<file path="src/rtl/lab06_stats.sv">
// Frame statistics collector for the Lab06 result stream.
// Accumulates one contiguous in_valid frame, then emits sum, max and min as three registered beats.
module lab06_stats #(
    parameter int unsigned DATA_W  = 6,
    parameter int unsigned MAX_LEN = 8,
    parameter int unsigned SUM_W   = DATA_W + $clog2(MAX_LEN)
) (
    input  logic              clk,
    input  logic              rst,
    input  logic              in_valid,
    input  logic [DATA_W-1:0] in_result,
    output logic              out_valid,
    output logic [SUM_W-1:0]  out_data,
    output logic              out_err
);

    localparam int unsigned CNT_W = $clog2(MAX_LEN) + 1;
    localparam int unsigned EXT_W = SUM_W - DATA_W;

    typedef enum logic [2:0] {IDLE, ACC, OUT0, OUT1, OUT2} state_t;

    state_t                    state, state_nx;
    logic signed [SUM_W-1:0]   sum_q, sum_d;
    logic signed [DATA_W-1:0]  max_q, max_d, min_q, min_d;
    logic [CNT_W-1:0]          count_q, count_d;
    logic                      err_q, err_d;
    logic                      load;
    logic                      out_valid_d, out_err_d;
    logic [SUM_W-1:0]          out_data_d;

    logic signed [DATA_W-1:0]  sample;
    logic signed [SUM_W-1:0]   sample_ext;
    logic [SUM_W-1:0]          max_ext, min_ext;

    assign sample     = $signed(in_result);
    assign sample_ext = $signed({{EXT_W{in_result[DATA_W-1]}}, in_result});
    assign max_ext    = {{EXT_W{max_q[DATA_W-1]}}, max_q};
    assign min_ext    = {{EXT_W{min_q[DATA_W-1]}}, min_q};

    // Next-state, datapath update and registered-output preload
    always_comb begin
        state_nx    = state;
        sum_d       = sum_q;
        max_d       = max_q;
        min_d       = min_q;
        count_d     = count_q;
        err_d       = err_q;
        load        = 1'b0;
        out_valid_d = 1'b0;
        out_data_d  = '0;
        out_err_d   = 1'b0;

        case (state)
            IDLE: if (in_valid) load = 1'b1;
            ACC: begin
                if (in_valid) begin
                    if (count_q < CNT_W'(MAX_LEN)) begin
                        sum_d   = sum_q + sample_ext;
                        if (sample > max_q) max_d = sample;
                        if (sample < min_q) min_d = sample;
                        count_d = count_q + CNT_W'(1);
                    end else begin
                        err_d = 1'b1;
                    end
                end else begin
                    state_nx = OUT0;
                end
            end
            OUT0: state_nx = OUT1;
            OUT1: state_nx = OUT2;
            // Last beat cycle: a sample arriving here starts the next frame
            OUT2: begin
                state_nx = IDLE;
                if (in_valid) load = 1'b1;
            end
            default: state_nx = IDLE;
        endcase

        if (load) begin
            state_nx = ACC;
            sum_d    = sample_ext;
            max_d    = sample;
            min_d    = sample;
            count_d  = CNT_W'(1);
            err_d    = 1'b0;
        end

        // Outputs are registered from the state being entered
        case (state_nx)
            OUT0: begin
                out_valid_d = 1'b1;
                out_data_d  = sum_d;
                out_err_d   = err_d;
            end
            OUT1: begin
                out_valid_d = 1'b1;
                out_data_d  = max_ext;
                out_err_d   = err_q;
            end
            OUT2: begin
                out_valid_d = 1'b1;
                out_data_d  = min_ext;
                out_err_d   = err_q;
            end
            default: ;
        endcase
    end

    always_ff @(posedge clk or posedge rst) begin
        if (rst) begin
            state     <= IDLE;
            sum_q     <= '0;
            max_q     <= '0;
            min_q     <= '0;
            count_q   <= '0;
            err_q     <= 1'b0;
            out_valid <= 1'b0;
            out_data  <= '0;
            out_err   <= 1'b0;
        end else begin
            state     <= state_nx;
            sum_q     <= sum_d;
            max_q     <= max_d;
            min_q     <= min_d;
            count_q   <= count_d;
            err_q     <= err_d;
            out_valid <= out_valid_d;
            out_data  <= out_data_d;
            out_err   <= out_err_d;
        end
    end

endmodule

</file>
<file path="config.mk">
export PLATFORM = sky130hd
export DESIGN_NAME = lab06_stats
export DESIGN_NICKNAME = d
export VERILOG_FILES = /design/src/rtl/lab06_stats.sv
export SDC_FILE = /design/constraint.sdc
export NUM_CORES = 1
export LEC_CHECK = 0
export CAP_MARGIN = 20
export CORE_UTILIZATION = 45
export CTS_CLUSTER_SIZE = 20
export DETAILED_ROUTE_END_ITERATION = 16
export GPL_ROUTABILITY_DRIVEN = 0
export GPL_TIMING_DRIVEN = 0
export PLACE_DENSITY_LB_ADDON = 0.3
export SLEW_MARGIN = 10
export SYNTH_ARGS = -nofsm -noshare
export SYNTH_HDL_FRONTEND = slang
export SYNTH_SLANG_ARGS = --single-unit
</file>
<file path="constraint.sdc">
create_clock -name clk -period 4.6 [get_ports clk]
set_clock_uncertainty 0.1 [all_clocks]
set_input_delay 1.38 -clock clk [delete_from_list [all_inputs] [get_ports clk]]
set_output_delay 1.38 -clock clk [all_outputs]
set_load 0.02 [all_outputs]
</file>
---- Word level (Yosys, flattened, before mapping) ----
Cells that the tools add are included.
W data, S select, Z words.
operators by class
  $add $sub $neg .......................... 2
  magnitude comparators ................... 3
  equal/unequal tests ..................... 7
  mux-type cells .......................... 30
  reductions and logical operators ........ 12
operator list
  kind                   count
  $mux W6                10
  $mux W9                4
  $pmux W9 S3            1
  $mux W4                4
  $eq A3 B2 Y1 const B   4
  $pmux W3 S4            1
  $reduce_bool A2 Y1     5
  $add A9 B6 Y9          1
  $reduce_and A4 Y1      2
  $mux W1                7
  $eq A3 B3 Y1 const B   2
  $gt A6 B6 Y1           1
  $lt A6 B6 Y1           1
  $mux W3                2
  $add A4 B1 Y4 const B  1
  $lt A4 B4 Y1 const B   1
  $reduce_or A2 Y1       2
  $eq A3 B1 Y1 const B   1
  $logic_not A3 Y1       1
  $reduce_and A3 Y1      1
  $reduce_or A3 Y1       1
  $pmux W1 S2            1
storage, ports and cells
  register bits ........................... 40
  input bits .............................. 9
  output and inout port bits .............. 11
  logic and storage cells ................. 63

---- Depth between registers and ports, before layout ----
Gate-level depths: netlist of the first run.
  depth after elaboration ................. 7
  mapped depth ............................ 7
  gate-level depth less buffers ........... 7

---- Least setup slack after synthesis of the first run ----
Ideal clock, no wire load.
  path type ............................... input port to flip-flop
  start ................................... input in_result[5]
  end ..................................... register min_q[0]
  library setup time ...................... 0.125 ns
  arrival ................................. 2.890 ns
  required time ........................... 4.375 ns
  slack ................................... 1.486 ns
  stages .................................. 6
  path buffers ............................ 0
  cells stage by stage .................... ha_1 > inv_1 > or3_1 > a211o_1 > a31oi_4 > mux2_2
between the ends
  word-level cells in the longest chain between the ends .. 3
RTL lines
  element                       line  source
  start: declaration            11    input logic [DATA_W-1:0] in_result,
  $lt A6 B6 Y1                  60    if (sample < min_q) min_d = sample;
  $reduce_bool A2 Y1 (no line)  n/a
  $reduce_and A4 Y1 (no line)   n/a
  end signal: assignment        124   min_q <= min_d;
  end: declaration              24    logic signed [DATA_W-1:0] max_q, max_d, min_q, min_d;
Every way passes these cells.
A chain may end at the register's enable or synchronous reset.

---- Worst setup path after layout of the first run ----
  start ................................... input in_result[5]
  end ..................................... register min_q[3]
Same word-level chain as after synthesis.

==> results of run 1 <==
==> worst max-delay path: cells and delay by family <==
kind                       cells  cell delay [ns]
AOI/OAI and AO/OA              2             0.60
muxes                          1             0.38
adders and majority gates      1             0.41
buffers and inverters          2             0.71
and+or+nand+nor                1             0.33
==> power by group through the flow <==
stage | sequential [mW] | clock (mW) | combinational, mW
after floorplan | 0.635 | 0 | 0.704
after global routing | 0.641 | 0.243 | 1.10
after global placement | 0.618 | 0 | 0.952
final | 0.620 | 0.223 | 0.980
after detailed placement | 0.625 | 0 | 0.971
after CTS | 0.619 | 0.231 | 0.979
==> area by class of cell <==
cell class / instances / area [um^2] / share of cell area
Multi-Input combinational cell: 172 / 1290 / 0.466
Sequential cell: 40 / 1000 / 0.362
Timing Repair Buffer: 20 / 218 / 0.0787
Tap cell: 70 / 87.6 / 0.0317
Clock buffer: 6 / 72.6 / 0.0262
Inverter: 16 / 60.1 / 0.0217
Buffer: 8 / 32.5 / 0.0118
Clock inverter: 1 / 5.00 / 0.00181
==> placed cells by master, fill, tap and decap left out, types with 2 or more instances in the layout <==
cell,netlist,routed
nor2_1,17,17
mux2i_1,8,8
a221oi_1,2,2
nand2b_1,3,3
clkbuf_1,5,6
nor3_1,5,5
a21oi_1,15,15
o22ai_1,4,4
buf_2,2,2
and3_1,2,2
nor2b_1,3,3
o2bb2ai_1,2,2
a211oi_1,4,4
nand2_1,19,19
a211o_1,2,2
or3_1,3,3
clkbuf_8,0,5
a31oi_1,3,3
xnor2_1,3,3
o211ai_1,2,2
nand3_1,9,9
dfrtp_1,40,40
inv_1,16,15
o21ai_0,7,7
clkdlybuf4s50_1,0,19
ha_1,20,20
o21a_1,2,2
or2_2,2,2
mux2_2,14,14
nand4_1,3,3
a21o_1,4,4
==> sequential cells by signal, indices dropped and copies added (netlist names) <==
signal / count
out_data: 9
state: 3
out_err: 1
err_q: 1
out_valid: 1
min_q: 6
sum_q: 9
max_q: 6
count_q: 4
==> cells by family after synthesis <==
kind of cell,after synthesis,synth area share
xor gates and xnor gates,4,0.0147
DFF,40,0.421
adders and majority gates,21,0.114
muxes,22,0.100
buffers and inverters,24,0.0390
and+or+nand+nor,72,0.155
AOI/OAI and AO/OA,53,0.156
==> metrics by stage <==
step / cell area, um^2 / hold WS (ns)
CTS: 2770 / 0.426
global placement: 2650 / 0.401
finish: 2770 / 0.422
detailed placement: 2690 / 0.410
floorplan: 2380 / 0.374
global route: 2770 / 0.459
==> routing by layer <==
layer | routed length [um] | vias up
met5 | 0 | -
met4 | 123 | 0
met3 | 153 | 13
met2 | 2270 | 35
met1 | 2440 | 863
li1 | - | 899
==> how the worst max path moves through the flow <==
stage,start,endpoint,slack [ns],depth (start not counted)
after floorplan,in_result[5],min_q[0],1.49,6
after global placement,in_result[5],min_q[2],0.56,7
after detailed placement,in_result[5],min_q[3],0.55,7
after CTS,in_result[5],min_q[3],0.88,7
after global routing,in_result[5],min_q[2],0.77,7
final,in_result[5],min_q[3],0.86,7
==> flow_summary.toml, run 1 <==
[outcome]
status = "completed"

[worst_setup_path]
critical_path.max_fanout = 12
reg2reg_from = "max_q[4]"
worstPathArrival_ns = 3.82
critical-path-max-stage-delay_ns = 0.66
path_cells = "clkdlybuf4s50_1 -> ha_1 -> inv_1 -> or3_1 -> a211o_1 -> a31oi_4 -> mux2_2"
r2r_slack_ns = 2.33
path_class = "in2reg"
worst_ep_required_time_ns = 4.68
slowest_stage = "clkdlybuf4s50_1"
end_kind = "flop"
critPathLaunchType = "primary input"
ff2ff_path_depth = 7
r2r-end = "max_q[4]"

[power]
power_density_nw_per_um2 = 659
p_comb_frac = 0.538
internal_power_mw = 1.06
pwr-share-clk = 0.122
power_leakage_nw = 1.25
seqPwrFrac = 0.340
switching_share = 0.416
finalPower_mw = 1.82
ir_drop_v = 0.000276
power.switching_uw = 758

[timing]
max_freq_ghz = 0.267
post-route-min-period_ns = 3.74
rsz0062_at_grt = "no"
setup_tns_ns = 0
hold_viol = 0
drv_slew = 0
finalCritPeriodShare = 0.813
setup_viol = 0
setup_slack_ns = 0.859
max_slew.worst_pin.slew_ns = 0.864
slew_headroom = 0.422

[synth]
synth-seq-cells = 40
yosys_warnings = 0
synthFlopType = "dfrtp_1"
ys_seq_area_frac = 0.421
synth_cell_types = 44
yosys.area.top_type_share = 0.421
synth_area_leader_cell = "dfrtp_1"
synthTopCellsByArea = "dfrtp_1 (42%), ha_1 (11%), mux2_2 (6.6%)"
syn_inst = 236
avgSynthCellArea_um2 = 10.1
synthArstFlopShare = 1.00
synth.net_count = 266
netlist_area_um2 = 2380
synth-edff-count = 0
synth_most_common_cell = "dfrtp_1"
synthTopCellsByCount = "dfrtp_1 (40), ha_1 (20), nand2_1 (19), nor2_1 (17), inv_1 (16)"

[detailed_routing]
firstDrtPassIters = 4
viasPerCell = 5.44
drt_wl_total_um = 4990
ant_nets = 0
routed-via-count = 1810
drc_errors = 0
drt_iter0_markers = 80
drt-wirelength-per-cell_um = 15.0

[global_routing]
grt_first_pass_wirelength_um = 8400
use_met2 = 0.319
grt-busiest-layer = "met2"
grt_util_all_layers = 0.205
grt-ovfl-total = 0
met1_usage = 0.274
antenna_found_initial = 0
grtUsageMet3 = 0.0482
grt_pass1_vias = 1713
grt_max_degree = 22

[clock_network]
post_cts_buffers = 0
numCtsBuffers = 5
clock_path_buffers = 2
post_cts_resized = 0
clk_pin_slew_ns = 0.07
tritoncts = "done"
root_buffer = "clkbuf_8"
clock-sinks = 40
h-tree-depth = 2
cts_hold_buffers = 0
clk_latency_ns = 0.30

[die]
die_area_um2 = 5570
die_y_um = 74.7
ioPinCount = 20
core_um2 = 5110
dieWidth_um = 74.7
num_rows = 26
start_util = 0.465

[worst_hold_path]
min-delay-start = "err_q"
hp-class = "reg2reg"
whs_path_depth = 1
whs_endpoint = "out_err"

[layout]
diodes = 0
postLayoutCoreUtil = 0.541
final_nets = 293
area_growth_pct = 16.4
drive_gt1_frac = 0.125
finalNonFillerCells = 333
fill_cells = 465

[place]
io_buffers = 19
dp_slack_ns = 0.554
dp_hpwl_um = 3630
dp_cells = 326

[job]
max-cap-violations = 0
Note: power is estimated with default switching activity, not from simulation.
==> run 2, diff against run 1 <==
Clock period 4.6 ns to 3.22 ns, I/O delays scaled along.
==> run 2 against run 1 <==
Via count shrank 0.72%. Hold slack got worse by 0.0017 ns. Core utilization about the same. Cell area about the same. Flip-flop and latch count did not move. First-iteration DRC count grew 16%. Final cell count unchanged. Wire length shrank 0.64%. Critical path depth stayed put. Total power increased by 43%. Non-clock buffer count stayed put. Setup slack worse by 0.76 ns. Critical endpoint is now max_q[4].
==> flow_summary.toml, run 2 (same netlist as run 1, synthesis figures left out) <==
[timing]
finalCritPeriodShare = 0.969
rsz0062_at_grt = "no"
drv_slew = 0
max_freq_ghz = 0.320
setup_viol = 0
hold_viol = 0
slew_headroom = 0.452
post-route-min-period_ns = 3.12
setup_tns_ns = 0
max_slew.worst_pin.slew_ns = 0.819

[clock_network]
root_buffer = "clkbuf_8"
tritoncts = "done"
post_cts_buffers = 0
clk_pin_slew_ns = 0.08
clk_latency_ns = 0.29
h-tree-depth = 2
cts_hold_buffers = 0
clock_path_buffers = 2
clock-sinks = 40
post_cts_resized = 1
numCtsBuffers = 5

[die]
ioPinCount = 20
die_y_um = 74.7
start_util = 0.465
dieWidth_um = 74.7
die_area_um2 = 5570
num_rows = 26
core_um2 = 5110

[worst_setup_path]
worst_ep_required_time_ns = 3.30
critical_path.max_fanout = 7
end_kind = "flop"
r2r_slack_ns = 0.95
reg2reg_from = "max_q[4]"
critPathLaunchType = "primary input"
r2r-end = "max_q[4]"
startpoint = "in_result[1]"
worstPathArrival_ns = 3.20
ff2ff_path_depth = 7
endpoint = "max_q[4]"
path_class = "in2reg"

[layout]
mostFrequentLayoutCell = "dfrtp_1"
diodes = 0
drive_gt1_frac = 0.125
top_regs = "out_data (9), sum_q (9)"
final_nets = 293
area_growth_pct = 16.3
finalInstanceArea_um2 = 2760
layout_common_cells = "dfrtp_1 (40), ha_1 (20), nand2_1 (19), clkdlybuf4s50_1 (18), nor2_1 (17)"

[detailed_routing]
viasPerCell = 5.40
drc_errors = 0
routed-via-count = 1797
firstDrtPassIters = 4
drt_wl_total_um = 4960
drt_iter0_markers = 93
drt-wirelength-per-cell_um = 14.9
ant_nets = 0

[job]
max-cap-violations = 0

[global_routing]
grt_first_pass_wirelength_um = 8400
antenna_found_initial = 0
grt-ovfl-total = 0
grt_util_all_layers = 0.205
grt_max_degree = 22
grt_pass1_vias = 1710

[outcome]
status = "completed"

[power]
power_density_nw_per_um2 = 941
power_leakage_nw = 1.25
ir_drop_v = 0.000394

[place]
dp_hpwl_um = 3630
place_area_um2 = 2690
io_buffers = 19

[worst_hold_path]
whs_path_depth = 1
hp-class = "reg2reg"
[run 2: through the flow]
stage | hold slack, ns | std cells | total power [mW] | setup slack, ns | util
4_1_cts | 0.426 | 333 | 2.61 | 0.106 | 0.541
5_1_grt | 0.459 | 333 | 2.83 | 0.00531 | 0.541
6_report | 0.420 | 333 | 2.60 | 0.0989 | 0.541
2_1_floorplan | 0.374 | 236 | 1.91 | 0.520 | -
3_3_place_gp | 0.401 | 325 | 2.24 | -0.407 | 0.520
3_5_place_dp | 0.410 | 326 | 2.28 | -0.412 | 0.526
[run 2: worst min-delay path by stage]
| stage | start | to | slack (ns) |
|---|---|---|---|
| floorplan | err_q | out_err | 0.37 |
| global placement | err_q | out_err | 0.40 |
| detailed placement | err_q | out_err | 0.41 |
| CTS | err_q | out_err | 0.43 |
| global route | err_q | out_err | 0.46 |
| finish | err_q | out_err | 0.42 |
[run 2: where the power goes]
group | switching [mW] | internal [mW]
sequential | 0.161 | 0.724
clock | 0.170 | 0.147
combinational | 0.748 | 0.649
total | 1.08 | 1.52
[run 2: critical path, stage by stage]
cell and delay, ns:
clkdlybuf4s50_1 0.64, ha_1 0.30, nor2b_1 0.13, o21ai_0 0.14, nand4_1 0.15, a211oi_4 0.47
mux2_2 0.40
[run 2: final cells by class]
cell class,instances,area (um^2)
plain buffers,8,32.5
clock buffers,6,72.6
clock inverters,1,5.00
fillers,466,2340
inverters,16,60.1
multi-input cells,172,1290
flip-flops and latches,40,1000
well taps,70,87.6
repair buffers,20,216
[run 2: routing by layer]
metal,part of all wire,track usage
met3,0.037,0.0482
met1,0.48,0.275
met5,0,0
met2,0.46,0.318
met4,0.018,0.0881
